$ cat config.mk
export PLATFORM = sky130hd
export DESIGN_NAME = up_sign_sched
export DESIGN_NICKNAME = d
export VERILOG_FILES = /design/src/rtl/up_sign_sched_pkg.sv /design/src/rtl/up_sign_edge.sv /design/src/rtl/up_sign_sched.sv
export SDC_FILE = /design/constraint.sdc
export NUM_CORES = 1
export LEC_CHECK = 0
export ABC_CLOCK_PERIOD_IN_PS = 2470
export CELL_PAD_IN_SITES_DETAIL_PLACEMENT = 1
export CELL_PAD_IN_SITES_GLOBAL_PLACEMENT = 1
export CORE_ASPECT_RATIO = 1.1
export CORE_MARGIN = 2
export CORE_UTILIZATION = 25
export DETAILED_ROUTE_END_ITERATION = 6
export PLACE_DENSITY = 0.81
export SLEW_MARGIN = 15
export SYNTH_ARGS = -nofsm -noshare
export SYNTH_HDL_FRONTEND = slang
export SYNTH_SLANG_ARGS = --single-unit
$ cat constraint.sdc
create_clock -name clk -period 2.47 [get_ports clk]
set_input_delay 0.494 -clock clk [delete_from_list [all_inputs] [get_ports clk]]
set_output_delay 0.494 -clock clk [all_outputs]
set_load 0.005 [all_outputs]
$ cat src/rtl/up_sign_sched_pkg.sv
// Shared constants and helpers for the upload-enable scheduler family.
// Holds the default slot timing and the fixed-priority grant used by the release logic.
package up_sign_sched_pkg;

  localparam int NCH_DEF   = 3;
  localparam int FAULT_IDX = NCH_DEF;
  // Widest request vector any instance can have: 8 slot channels plus fault.
  localparam int GW        = 9;

  localparam logic [15:0] SLOT_DEF_0 = 16'd1000;
  localparam logic [15:0] SLOT_DEF_1 = 16'd2000;
  localparam logic [15:0] SLOT_DEF_2 = 16'd3000;

  function automatic logic [15:0] slot_default(input int idx);
    logic [15:0] v;
    case (idx)
      0:       v = SLOT_DEF_0;
      1:       v = SLOT_DEF_1;
      default: v = SLOT_DEF_2;
    endcase
    return v;
  endfunction

  // One-hot grant: bit fidx wins outright, otherwise the lowest set bit below it.
  function automatic logic [GW-1:0] prio_grant(input logic [GW-1:0] req, input int fidx);
    logic [GW-1:0] g;
    logic          found;
    g     = '0;
    found = 1'b0;
    if (req[fidx]) begin
      g[fidx] = 1'b1;
    end else begin
      for (int i = 0; i < GW; i++) begin
        if (!found && (i < fidx) && req[i]) begin
          g[i]  = 1'b1;
          found = 1'b1;
        end
      end
    end
    return g;
  endfunction

endpackage

$ cat src/rtl/up_sign_edge.sv
// Two-flop synchroniser with a rising-edge detector on the synchronised level.
// The edge pulse is combinational from the second and third flops.
module up_sign_edge (
  input  logic clk,
  input  logic rst,
  input  logic din,
  output logic rise
);

  logic s1;
  logic s2;
  logic s3;

  always_ff @(posedge clk or posedge rst) begin
    if (rst) begin
      s1 <= 1'b0;
      s2 <= 1'b0;
      s3 <= 1'b0;
    end else begin
      s1 <= din;
      s2 <= s1;
      s3 <= s2;
    end
  end

  assign rise = s2 & ~s3;

endmodule

$ cat src/rtl/up_sign_sched.sv
// Upload-enable scheduler: per-slot timer hits plus a fault edge, released one per
// cycle in fixed priority whenever the bit strobe is low and the transmitter is idle.
module up_sign_sched
  import up_sign_sched_pkg::*;
#(
  parameter int NCH = NCH_DEF,
  parameter int TW  = 16
) (
  input  logic              clk,
  input  logic              rst,
  input  logic [TW-1:0]     t_data,
  input  logic [NCH*TW-1:0] slot_cfg,
  input  logic              clk1x_en,
  input  logic              tx_busy,
  input  logic              fault,
  output logic [NCH-1:0]    slot_en,
  output logic              fault_en,
  output logic [NCH:0]      pend,
  output logic [NCH:0]      ovr,
  input  logic [NCH:0]      ovr_clr
);

  localparam int FI = NCH;

  logic [NCH-1:0] match;
  logic [NCH-1:0] match_d;
  logic           fault_rise;
  logic [NCH:0]   hit;
  logic [NCH:0]   req;
  logic [NCH:0]   grant;
  logic [GW-1:0]  grant_full;
  logic [NCH:0]   pend_next;
  logic [NCH:0]   ovr_next;
  logic           gate;

  genvar gi;
  generate
    for (gi = 0; gi < NCH; gi++) begin : g_match
      assign match[gi] = (t_data == slot_cfg[gi*TW +: TW]);
      assign hit[gi]   = match[gi] & ~match_d[gi];
    end
  endgenerate

  up_sign_edge u_fault_edge (
    .clk  (clk),
    .rst  (rst),
    .din  (fault),
    .rise (fault_rise)
  );

  assign hit[FI] = fault_rise;

  always_comb begin
    gate       = ~clk1x_en & ~tx_busy;
    req        = pend | hit;
    grant_full = '0;
    if (gate) begin
      grant_full = prio_grant(GW'(req), FI);
    end
    grant     = grant_full[NCH:0];
    pend_next = req & ~grant;
    // A fresh hit on an already-pending request that is not served now is lost;
    // the set term is ORed last so it beats a simultaneous clear.
    ovr_next  = (ovr & ~ovr_clr) | (hit & pend & ~grant);
  end

  always_ff @(posedge clk or posedge rst) begin
    if (rst) begin
      match_d  <= '0;
      slot_en  <= '0;
      fault_en <= 1'b0;
      pend     <= '0;
      ovr      <= '0;
    end else begin
      match_d  <= match;
      slot_en  <= grant[NCH-1:0];
      fault_en <= grant[FI];
      pend     <= pend_next;
      ovr      <= ovr_next;
    end
  end

endmodule

==> reports/metrics.csv, run 1 <==
metric;value;unit
cts_setup_buffers;0;
run_status;finished, final reports clean;
cp-startpoint;t_data[11];
dp_hpwl;3.04;mm
post_cts_resized;0;
p_sw_share;23.0;%
min_period;2.09;ns
yosysSeqAreaShare;38.1;%
cts_tree;yes;
hold_buffers;0;
maxCapViolCount;0;
slew_headroom;55.9;%
synth_area_leader_cell;dfrtp_1;
required;2.62;ns
period_share;84.5;%
overflow;0;
hold_violations;0;
pwr_density_cell;361;nW/um^2
tns;0;ns
r2r_start;u_fault_edge.s2;
layout-drive-gt1-share;7.80;%
synth_common_cells;xnor2_1 (32), dfrtp_1 (18), xor2_1 (16);
ant_nets;0;
drcViolationCount;0;
p_int;608;uW
ys_seq_elements;18;
skew;0.00232;ns
viasPerCell;4.43;
setup_viol_count_final;0;
ys_warn_count;0;
initial_core_util;25.8;%
combPwrFrac;31.2;%
switchingPower;182;uW
synth.distinct_cells;26;
path_clk_slew;0.07;ns
synthFlopType;dfrtp_1;
pwr-share-seq;38.5;%
num_vias;1156;
io_buffers;84;
clkLatencyLatePin;0.25;ns
cts.path.max_buffers;2;
antenna_cells;0;
synth_edf_count;0;
worstPathCellList;clkdlybuf4s50_1 > xor2_1 > nor4_1 > nand4_1 > o21ai_2 > o21ba_1;
grt_pass1_vias;1305;
whs;0.362;ns
critPathLaunchType;input pin;
coreArea;4590;sq um
slowest_delay;0.49;ns
grt_pass1_wl;5.86;mm
syn_nets;185;
syn_area_per_cell;10.6;sq um
grt_usage;13.7;%
syn_area;1180;sq um
dr.first_iter.drc_count;27;
cp_max_fo;6;
hp-class;reg2reg;
synth.top_cell.area_share;38.1;%
clock-sinks;18;
async_reset_ff_share;100;%
r2r_cells;5;
nets;279;
wl_per_cell;12.7;um
cts_buffers;3;
synthCells;112;
rsz0062_at_grt;false;
die_x;69.6;um
path_class;in2reg;
ios;85;
worstReg2RegEnd;ovr[2];
ff2ff_setup_slack;1.06;ns
fmax;479;MHz
yosysMostFrequentCell;xnor2_1;
die_h;76.2;um
leakagePower;0.901;nW
cp-end-kind;register;
drt_first_pass_iters;2;
fill_cells;511;
htree_num_levels;1;
worst_slew_pin_slew;0.661;ns
critPathArrivalTime;2.24;ns
root_buffer;clkbuf_8;
power.ir.vdd_worst;0.163;mV
clkPwrFrac;30.2;%
cp_slowest_cell;clkdlybuf4s50_1;
antenna_found_initial;0;
area_growth;84.8;%
grt_max_degree;19;
rows;26;
slew_violations;0;
synth_area_leaders;dfrtp_1 (38%), xnor2_1 (24%), xor2_1 (12%);
place_congestion;0.735;
wl;3.30;mm
endpoint;slot_en[1];
dieArea;5300;sq um
[through the flow]
stage	utilization, %	instance area (sq um)	cells	setup WS (ns)	total power [mW]
3_5_place_dp	46.5	2130	257	0.0891	0.561
6_report	47.7	2190	261	0.383	0.790
2_1_floorplan	-	1180	112	0.889	0.395
5_1_grt	47.7	2190	261	0.213	0.835
3_3_place_gp	46.5	2130	257	0.0730	0.556
4_1_cts	47.7	2190	261	0.358	0.805
[layer usage]
metal  wire (um)  vias up  track usage [%]
met5           0        -                0
met3         277        7             3.44
li1            -      573                -
met4          65        0             4.31
met2        1820       62             25.8
met1        1140      514             14.7
[layout by cell type, fill, tap and decap left out, drive strengths merged]
| cell type | instances |
|---|---|
| o21ba | 2 |
| dfrtp | 18 |
| o31a | 1 |
| o21ai | 1 |
| a21o | 1 |
| nand2b | 1 |
| nor2 | 4 |
| nor4 | 6 |
| inv | 7 |
| nor4b | 1 |
| and2 | 1 |
| o32ai | 1 |
| nor3 | 1 |
| nand4 | 9 |
| o32a | 1 |
| o21a | 2 |
| nand3 | 1 |
| a32o | 2 |
| and2b | 1 |
| buf | 5 |
| clkbuf | 4 |
| or2 | 1 |
| xor2 | 16 |
| xnor2 | 32 |
| clkdlybuf4s50 | 84 |
| and3 | 1 |
| nor2b | 1 |
[power by group through the flow]
| stage | combinational, mW | sequential [mW] | clock, mW |
|---|---|---|---|
| 2_1_floorplan | 0.0846 | 0.310 | 0 |
| 3_3_place_gp | 0.247 | 0.309 | 0 |
| 3_5_place_dp | 0.251 | 0.310 | 0 |
| 4_1_cts | 0.252 | 0.305 | 0.248 |
| 5_1_grt | 0.272 | 0.305 | 0.258 |
| 6_report | 0.247 | 0.304 | 0.239 |
[cells by family after synthesis]
| kind of cell | share of synthesized area, % |
|---|---|
| compound gates | 8.46 |
| xor+xnor | 35.5 |
| buf+inv | 2.22 |
| flops | 38.1 |
| simple gates | 15.7 |
[worst min path at each step]
stage                    start         endpoint  slack [ns]  cells after the start
2_1_floorplan  u_fault_edge.s1  u_fault_edge.s2        0.33                      0
3_3_place_gp   u_fault_edge.s1  u_fault_edge.s2        0.33                      0
3_5_place_dp   u_fault_edge.s1  u_fault_edge.s2        0.34                      0
4_1_cts        u_fault_edge.s1  u_fault_edge.s2        0.36                      0
5_1_grt        u_fault_edge.s1  u_fault_edge.s2        0.37                      0
6_report       u_fault_edge.s1  u_fault_edge.s2        0.36                      0
[final cells by class]
type                            instances  area (sq um)  share of cell area (%)
Tap cell                               56          70.1                    3.20
Clock buffer                            4          55.1                    2.52
Sequential cell                        18           450                    20.6
Timing Repair Buffer                   89           878                    40.2
Inverter                                7          26.3                    1.20
Multi-Input combinational cell         87           707                    32.3
[flip-flops by register name (all words and copies together), names as in the netlist]
register / count
fault_en: 1
match_d: 3
ovr: 4
pend: 4
slot_en: 3
u_fault_edge.s1: 1
u_fault_edge.s2: 1
u_fault_edge.s3: 1
[worst max-delay path, delay by kind of cell]
kind	cells	cell delay [ns]
buf+inv	1	0.49
xor+xnor	1	0.19
simple gates	2	0.57
compound gates	2	0.49
No activity file was read; power rests on OpenSTA's default activity.
==> inputs of run 2 (changes only) <==
ABC_CLOCK_PERIOD_IN_PS = 2000   (was 2470)
CORE_UTILIZATION = 24   (was 25)
PLACE_DENSITY = 0.78   (was 0.81)
clock period = 2 ns   (was 2.47 ns; I/O delays follow)
==> run 2 against run 1 <==
Worst setup slack worse by 0.29 ns; first-iteration DRC count fell by 3.7%; power up 20%; sequential share of layout area down 1.6 points; critical path type unchanged; highest routed layer unchanged.
==> reports/metrics.csv, run 2 (synthesized netlist as in run 1, its figures left out) <==
metric;value;unit;change
run_status;finished, final reports clean;;
clkPwrFrac;25.6;%;-4.6 points
r2r_start;u_fault_edge.s2;;
setup_viol_count_final;0;;unchanged
clock-sinks;18;;unchanged
grt_max_degree;19;;unchanged
dieArea;5510;sq um;+3.9%
slew_headroom;79.4;%;+24 points
initial_core_util;25.3;%;-0.54 points
stdcell_count;274;;+5.0%
combPwrFrac;34.7;%;+3.5 points
hold_end;u_fault_edge.s2;;
grt_pass1_vias;1304;;-0.077%
clkLatencyLatePin;0.25;ns;about the same
cts_buffers;3;;unchanged
critPathArrivalTime;2.05;ns;-0.19 ns
final_area;2370;sq um;+8.2%
ios;85;;unchanged
switchingPower;222;uW;+22%
io_buffers;84;;unchanged
holdPathStages;0;;unchanged
p_int;723;uW;+19%
cp-end-kind;register;;
wl_per_cell;12.8;um;+1.2%
fill_cells;536;;+4.9%
top_layer;met4;;
path_class;in2reg;;
slew_violations;0;;unchanged
dr.first_iter.drc_count;26;;-3.7%
wl;3.51;mm;+6.2%
met1_length;1.34;mm;+18%
maxCapViolCount;0;;unchanged
cp_max_fo;6;;unchanged
leakagePower;1.13;nW;+25%
antenna_found_initial;0;;unchanged
r2r_cells;5;;unchanged
period_share;95.4;%;
grt_pass1_wl;5.75;mm;-1.9%
required;2.14;ns;-0.48 ns
hold_buffers;0;;unchanged
drt_first_pass_iters;4;;+2
critPathLaunchType;input pin;;
cts.path.max_buffers;2;;unchanged
worstReg2RegEnd;ovr[2];;
skew;0.00237;ns;+0.0000429 ns
p_sw_share;23.5;%;+0.42 points
fin_util;50.5;%;+2.9 points
dp_cells;270;;+5.1%
die_x;71.0;um;+1.9%
power.ir.vdd_worst;0.199;mV;+22%
top_regs;ovr: 4 flops, pend: 4 flops;;
worst_slew_pin_slew;0.306;ns;-0.355 ns
area_growth;100;%;
pwr-share-seq;39.8;%;+1.3 points
num_vias;1199;;+3.7%
rows;26;;unchanged
p_total;945;uW;+20%
drcViolationCount;0;;unchanged
cts_tree;yes;;
root_buffer;clkbuf_8;;
min_period;1.91;ns;
wl_met2;1.93;mm;+6.2%
coreArea;4680;sq um;+2.1%
ant_nets;0;;unchanged
ff2ff_setup_slack;0.54;ns;-0.52 ns
viasPerCell;4.38;;-1.2%
place_congestion;0.723;;-1.5%
die_h;77.7;um;+2.0%
layout-drive-gt1-share;15.6;%;+7.8 points
dp_hpwl;3.14;mm;+3.1%
tns;0;ns;unchanged
final_cell_mix;clkdlybuf4s50_1 (67), xnor2_1 (30), buf_4 (19), dfrtp_1 (18), dlymetal6s2s_1 (17);;
dpl_cell_area;2230;sq um;+4.6%
pwr_density_cell;399;nW/um^2;+11%
hold_violations;0;;unchanged
final_common_cell;clkdlybuf4s50_1;;
fmax;524;MHz;
grt_usage;13.0;%;-0.64 points
hp-class;reg2reg;;
hp-start;u_fault_edge.s1;;
path_clk_slew;0.06;ns;about the same
wl_met3;207;um;-25%
htree_num_levels;1;;unchanged
overflow;0;;unchanged
antenna_cells;0;;unchanged
cp-startpoint;slot_cfg[6];;
nets;293;;+5.0%
[run 2: layer usage]
metal,up-vias,track usage [%]
met5,-,0
met2,50,23.8
met3,4,2.34
met4,0,3.96
li1,596,-
met1,549,15.2
[run 2: cell type report]
type	instances	area, sq um	area share (%)
Multi-Input combinational cell	87	753	31.8
Tap cell	56	70.1	2.96
Clock buffer	3	41.3	1.74
Timing Repair Buffer	103	1030	43.3
Sequential cell	18	450	19.0
Inverter	7	26.3	1.11
[run 2: through the flow]
stage               hold WS [ns]  worst slack [ns]
floorplan                  0.331             0.513
global placement           0.339            -0.299
detailed placement         0.346            -0.321
CTS                        0.360            0.0148
global route               0.369           -0.0174
finish                     0.355            0.0911
[run 2: worst max path at each step]
stage / to / cells after the start
after floorplan: slot_en[1] / 5
after global placement: slot_en[1] / 7
after detailed placement: slot_en[1] / 7
after CTS: slot_en[1] / 7
after global routing: slot_en[1] / 7
final: slot_en[1] / 7
[run 2: power by group through the flow]
| stage | logic, mW | registers (mW) | clock network [mW] |
|---|---|---|---|
| 3_5_place_dp | 0.328 | 0.383 | 0 |
| 5_1_grt | 0.357 | 0.377 | 0.263 |
| 3_3_place_gp | 0.323 | 0.382 | 0 |
| 2_1_floorplan | 0.104 | 0.383 | 0 |
| 6_report | 0.328 | 0.376 | 0.242 |
| 4_1_cts | 0.334 | 0.376 | 0.249 |
[run 2: repair_timing]
action / CTS / global route
setup buffers: 1 / 0
resized for setup: 3 / 21
setup endpoints to repair: 4 / 9
pin swaps: 2 / 7
cloned: 0 / 0
[run 2: worst max-delay path: stages]
cell and delay, ns:
clkdlybuf4s50_1 0.41, xor2_1 0.14, nor4_1 0.27, buf_4 0.16
nand4_1 0.19, o21ai_4 0.29, o21ba_1 0.18
